--- config.mk ---
export PLATFORM = sky130hd
export DESIGN_NAME = cache_ctrl_assoc
export DESIGN_NICKNAME = d
export VERILOG_FILES = /design/src/rtl/cache_ctrl_assoc.sv
export SDC_FILE = /design/constraint.sdc
export NUM_CORES = 1
export LEC_CHECK = 0
export ABC_AREA = 1
export BUFFER_PORTS_ARGS = -buffer_cell sky130_fd_sc_hd__buf_2
export CAP_MARGIN = 10
export CORE_ASPECT_RATIO = 1.2
export CORE_MARGIN = 8
export CORE_UTILIZATION = 41
export DETAILED_ROUTE_END_ITERATION = 6
export GPL_TIMING_DRIVEN = 0
export HOLD_SLACK_MARGIN = 0.06
export PLACE_DENSITY = 0.76
export SLEW_MARGIN = 20
export SYNTH_ARGS = -nofsm -noshare
export SYNTH_HDL_FRONTEND = slang
export SYNTH_SLANG_ARGS = --single-unit
export TNS_END_PERCENT = 5
--- constraint.sdc ---
create_clock -name clk -period 1.3 [get_ports clk]
set_input_delay 0 -clock clk [delete_from_list [all_inputs] [get_ports clk]]
set_output_delay 0 -clock clk [all_outputs]
set_load 0.02 [all_outputs]
--- src/rtl/cache_ctrl_assoc.sv ---
// cache_ctrl_assoc: controller for an N-way set-associative, write-back,
// write-allocate cache. It sequences victim write-back, line fill and allocate.
// Optional feature macro: CACHE_CTRL_PERF_EN (hit/miss performance counters).
module cache_ctrl_assoc #(
    parameter int unsigned WAYS    = 2,
    parameter int unsigned WORDS   = 4,
    parameter int unsigned MEM_LAT = 2,
    localparam int unsigned WW     = (WAYS > 1) ? $clog2(WAYS) : 1,
    localparam int unsigned OW     = $clog2(WORDS)
) (
    input  logic            clk,
    input  logic            rst,
    input  logic            rd,
    input  logic            wr,
    input  logic [WAYS-1:0] hit_way,
    input  logic [WAYS-1:0] valid_way,
    input  logic [WAYS-1:0] dirty_way,
    input  logic            cache_err,
    input  logic            mem_stall,
    input  logic            mem_err,
    output logic [WAYS-1:0] cache_en,
    output logic            comp,
    output logic            cache_write,
    output logic            fill_src,
    output logic [OW-1:0]   cache_word,
    output logic            mem_wr,
    output logic            mem_rd,
    output logic [OW-1:0]   mem_word,
    output logic [WW-1:0]   victim,
    output logic            stall,
    output logic            done,
    output logic            cache_hit,
    output logic            err,
    output logic [15:0]     hit_cnt,
    output logic [15:0]     miss_cnt
);

    localparam int unsigned CW        = $clog2(WORDS + MEM_LAT);
    localparam logic [CW-1:0] WB_LAST   = CW'(WORDS - 1);
    localparam logic [CW-1:0] FILL_LAST = CW'(WORDS + MEM_LAT - 1);
    localparam logic [CW-1:0] LAT_C     = CW'(MEM_LAT);
    localparam logic [CW-1:0] WORDS_C   = CW'(WORDS);
    localparam logic [WW-1:0] RR_LAST   = WW'(WAYS - 1);

    typedef enum logic [2:0] {S_IDLE, S_WB, S_FILL, S_ALLOC, S_DONE, S_ERR} state_t;

    state_t          state, state_d;
    logic [CW-1:0]   cnt, cnt_d;
    logic [WW-1:0]   victim_q, victim_d;
    logic [WW-1:0]   rr_ptr, rr_d;
    logic [WW-1:0]   vsel;
    logic            vsel_found;
    logic            hit_q, hit_d;
    logic            req, any_err, hit;
    logic [WAYS-1:0] hit_vec, victim_oh;

    assign req       = rd ^ wr;
    assign any_err   = cache_err | mem_err;
    assign hit_vec   = hit_way & valid_way;
    assign hit       = |hit_vec;
    assign victim_oh = WAYS'(1) << victim_q;

    // Victim choice: lowest invalid way, otherwise the round-robin pointer
    always_comb begin
        vsel       = rr_ptr;
        vsel_found = 1'b0;
        for (int i = 0; i < int'(WAYS); i++) begin
            if (!vsel_found && !valid_way[i]) begin
                vsel       = WW'(i);
                vsel_found = 1'b1;
            end
        end
    end

    // State register plus beat counter, latched victim, rr pointer and hit flag
    always_ff @(posedge clk) begin
        if (rst) begin
            state    <= S_IDLE;
            cnt      <= '0;
            victim_q <= '0;
            rr_ptr   <= '0;
            hit_q    <= 1'b0;
        end else begin
            state    <= state_d;
            cnt      <= cnt_d;
            victim_q <= victim_d;
            rr_ptr   <= rr_d;
            hit_q    <= hit_d;
        end
    end

    // Next-state and sequencing counters
    always_comb begin
        state_d  = state;
        cnt_d    = cnt;
        victim_d = victim_q;
        rr_d     = rr_ptr;
        hit_d    = hit_q;
        case (state)
            S_IDLE: begin
                cnt_d = '0;
                if (rd && wr) begin
                    state_d = S_ERR;
                end else if (req && any_err) begin
                    state_d = S_ERR;
                end else if (req && hit) begin
                    hit_d   = 1'b1;
                    state_d = S_DONE;
                end else if (req) begin
                    hit_d    = 1'b0;
                    victim_d = vsel;
                    rr_d     = (rr_ptr == RR_LAST) ? '0 : rr_ptr + WW'(1);
                    state_d  = (valid_way[vsel] && dirty_way[vsel]) ? S_WB : S_FILL;
                end
            end
            S_WB: begin
                if (any_err) begin
                    state_d = S_ERR;
                end else if (!mem_stall) begin
                    if (cnt == WB_LAST) begin
                        cnt_d   = '0;
                        state_d = S_FILL;
                    end else begin
                        cnt_d = cnt + CW'(1);
                    end
                end
            end
            S_FILL: begin
                if (any_err) begin
                    state_d = S_ERR;
                end else if (!mem_stall) begin
                    if (cnt == FILL_LAST) begin
                        cnt_d   = '0;
                        state_d = S_ALLOC;
                    end else begin
                        cnt_d = cnt + CW'(1);
                    end
                end
            end
            S_ALLOC: state_d = any_err ? S_ERR : S_DONE;
            S_DONE:  state_d = any_err ? S_ERR : S_IDLE;
            S_ERR:   state_d = S_IDLE;
            default: state_d = S_IDLE;
        endcase
    end

    // Output decode; everything is forced low while reset is asserted
    always_comb begin
        cache_en    = '0;
        comp        = 1'b0;
        cache_write = 1'b0;
        fill_src    = 1'b0;
        cache_word  = '0;
        mem_wr      = 1'b0;
        mem_rd      = 1'b0;
        mem_word    = '0;
        victim      = '0;
        stall       = 1'b0;
        done        = 1'b0;
        cache_hit   = 1'b0;
        err         = 1'b0;
        if (!rst) begin
            victim = victim_q;
            case (state)
                S_IDLE: begin
                    comp     = 1'b1;
                    cache_en = '1;
                    if (wr && !rd && hit && !any_err) begin
                        cache_write = 1'b1;
                        cache_en    = hit_vec;
                    end
                end
                S_WB: begin
                    stall      = 1'b1;
                    cache_en   = victim_oh;
                    mem_wr     = !mem_stall;
                    mem_word   = OW'(cnt);
                    cache_word = OW'(cnt);
                end
                S_FILL: begin
                    stall    = 1'b1;
                    cache_en = victim_oh;
                    if (cnt < WORDS_C) begin
                        mem_rd   = !mem_stall;
                        mem_word = OW'(cnt);
                    end
                    if (cnt >= LAT_C) begin
                        cache_write = !mem_stall;
                        fill_src    = 1'b1;
                        cache_word  = OW'(cnt - LAT_C);
                    end
                end
                S_ALLOC: begin
                    stall       = 1'b1;
                    comp        = 1'b1;
                    cache_en    = victim_oh;
                    cache_write = wr;
                end
                S_DONE: begin
                    done      = 1'b1;
                    cache_hit = hit_q;
                end
                S_ERR: begin
                    stall = 1'b1;
                    err   = 1'b1;
                end
                default: ;
            endcase
        end
    end

`ifdef CACHE_CTRL_PERF_EN
    logic [15:0] hit_cnt_q, miss_cnt_q;

    // Saturating hit/miss counters, bumped once per completed request
    always_ff @(posedge clk) begin
        if (rst) begin
            hit_cnt_q  <= '0;
            miss_cnt_q <= '0;
        end else if (state == S_DONE) begin
            if (hit_q) begin
                if (hit_cnt_q != 16'hFFFF) hit_cnt_q <= hit_cnt_q + 16'd1;
            end else begin
                if (miss_cnt_q != 16'hFFFF) miss_cnt_q <= miss_cnt_q + 16'd1;
            end
        end
    end

    assign hit_cnt  = rst ? 16'd0 : hit_cnt_q;
    assign miss_cnt = rst ? 16'd0 : miss_cnt_q;
`else
    assign hit_cnt  = 16'd0;
    assign miss_cnt = 16'd0;
`endif

endmodule

==> run metrics <==
CP Cell Sequence nor2_4, nand2_4, inv_4, o21ai_4, nor2_2, a21oi_2, a21oi_2, buf_6; met2 WL 1630 um; outcome complete, but fails checks; Max Freq 699 MHz; clk buf depth 2; Slew Limit Fails 0; failing checks setup timing; top_reg_cell synth dfxtp_1; Reg clk slew, reported paths 0.06 ns; pre-CTS setup slack -0.144 ns; first-pass GRT wire length 5250 um; pin count of the biggest net entering global routing 11; met1 WL 1280 um; CTS tree built; die area 0.00486 mm^2; worst-path fanout max 7; WP data required 1.30 ns; Final Hold Fails 0; total track usage 13.1%; DRC 0; synthesized instance count 193; DR iter-0 viols 65; placed cell count 286; layout cell share with drive strength beyond 1 39.0%; commonest non-fill, non-tap cell in the layout buf_4; Post-synth EDFFs 0; initial core utilization 42.8%; vias 1,301; Final period util 110%; die width 65.0 um; CTS sink cnt 9; area grow syn2layout 44.6%; Avg Vias per Cell 4.37; top layer in use met4; CTS buffer count 3; Core ar. 0.00276 mm^2; drt total wl 3190 um; Crit path top cell by count a21oi_2; clk_lat worst skew 0.27 ns; DRT Pass-1 Iters 5; Root Buffer clkbuf_4; flops & latches, synth 9; most frequent cells in the layout 47 x buf_4, 35 x nand2_1, 32 x conb_1, 21 x nor2_1; antenna viol nets, final 0; overall power 0.00265 W; Max VDD drop 1.04 mV; grt ovf 0; Post-Syn Area 0.00118 mm^2; ys async rst share 0%; H-tree depth 1; Crit Path Class register to output pin; routability cong. 0.908; Die Span Y 74.8 um; syn_area_per_cell 6.12 um^2; Tmin final 1.43 ns; critical path capture point type output pin; library cells used by synthesis 26; io pins 61; Finished Layout Cells 298; Leakage Power 0.919 nW; dpl hpwl 2480 um; Crit-path slowest cell dfxtp_4; ANT cells 0; CP Data Arrival Time 1.43 ns; met3 wire len 262 um; Setup-failing EPs final 13; sequential fraction of the synthesis area 15.3%; initial antenna violation count 0; post-DR wirelength/cell 10.7 um; Startpoint Class register; final worst slack -0.131 ns; slowest stage delay, CP 0.38 ns; utilization after layout 61.9%; worst slew pin tran 0.521 ns; number of port buffers 28; worst relative slew slack 65.2%; fin nets 286; RSZ-0062 raised after global routing true; vias in the first global route 1,257; Rows 21; Hold WC Path Type input port to register; Max-Cap Viols 0; Ys Warns 0; skew final 0.00164 ns; Pwr Density 1550 mW/mm^2
-- sequential cells by signal (all words and copies together) (netlist names) --
register / cells
hit_q: 1
state: 3
rr_ptr: 1
cnt: 3
victim_q: 1
-- cells by family (layout without fill, tap and decap cells) --
group	Yosys count	count (layout)	share of synthesized area, %
other	1	32	0.317
and+or+nand+nor	83	83	31.7
buffers and inverters	60	100	29.6
DFF	9	9	15.3
adders and majority gates	8	8	8.47
AOI/OAI and AO/OA	32	32	14.7
-- Yosys cell counts, types with 2 or more instances --
cell type / n / area share (%)
nand3_1: 5 / 2.1
nor2_2: 5 / 2.6
o21ai_0: 10 / 4.2
nand2_2: 2 / 1.1
nand2_1: 36 / 11
nor4_1: 2 / 1.1
nor2_1: 22 / 7.0
nand4_1: 2 / 1.1
buf_4: 33 / 21
inv_2: 2 / 0.64
inv_1: 23 / 7.3
dfxtp_1: 9 / 15
a21oi_1: 14 / 5.9
clkbuf_1: 2 / 0.64
nor3_1: 6 / 2.5
ha_1: 8 / 8.5
o22ai_1: 3 / 1.6
-- where the power goes --
part           internal (W)  switching (W)  leakage (nW)  total [W]
registers          0.000398       0.000174        0.0772   0.000572
clock network      0.000119       0.000108        0.0150   0.000227
logic              0.000724        0.00113         0.827    0.00185
-- timing repair --
item                                   4_1_cts  5_1_grt
resized for setup                           27       17
setup endpoints to repair                   19       23
setup buffers                                5        3
pin swaps                                    7        5
endpoints found under the hold margin        2        0
hold buffers                                 1        0
-- through the flow --
| step | setup TNS (ns) | area (um^2) | hold WS, ns |
|---|---|---|---|
| finish | -0.799 | 1710 | 0.0704 |
| global placement | -0.569 | 1490 | 0.320 |
| global route | -2.86 | 1710 | 0.0722 |
| CTS | -1.20 | 1640 | 0.0576 |
| floorplan | -0.0487 | 1310 | 0.0863 |
| detailed placement | -0.713 | 1490 | 0.326 |
-- layout make-up --
type	count	area, um^2
buffer	34	248
multi-input combinational	155	855
timing repair buffer	37	240
inverter	25	98.8
clock buffer	4	26.3
sequential	9	198
fill	274	1050
tap	34	42.5
-- per-layer routing --
metal  GRT usage, %  vias up
met5              0        -
met4           3.40        0
met3           5.95        4
met2           24.1       41
met1           13.2      556
li1               -      700
-- path summary, 6_finish.rpt --
check                           cells after the start  slack, ns  startpoint            end
worst min-delay path                                4       0.07         rst         cnt[2]
worst min register to register                      2       0.50      rr_ptr         rr_ptr
worst max register to register                      9      -0.05    state[0]         cnt[0]
worst max-delay path                                8      -0.13    state[0]  cache_word[1]
-- worst max-delay path, delay by kind of cell, from the launching register on --
family | cells | cell delay (ns)
buf+inv | 2 | 0.20
flops | 1 | 0.38
compound gates | 3 | 0.22
simple gates | 3 | 0.36
Note: power is estimated with default switching activity, not from simulation.
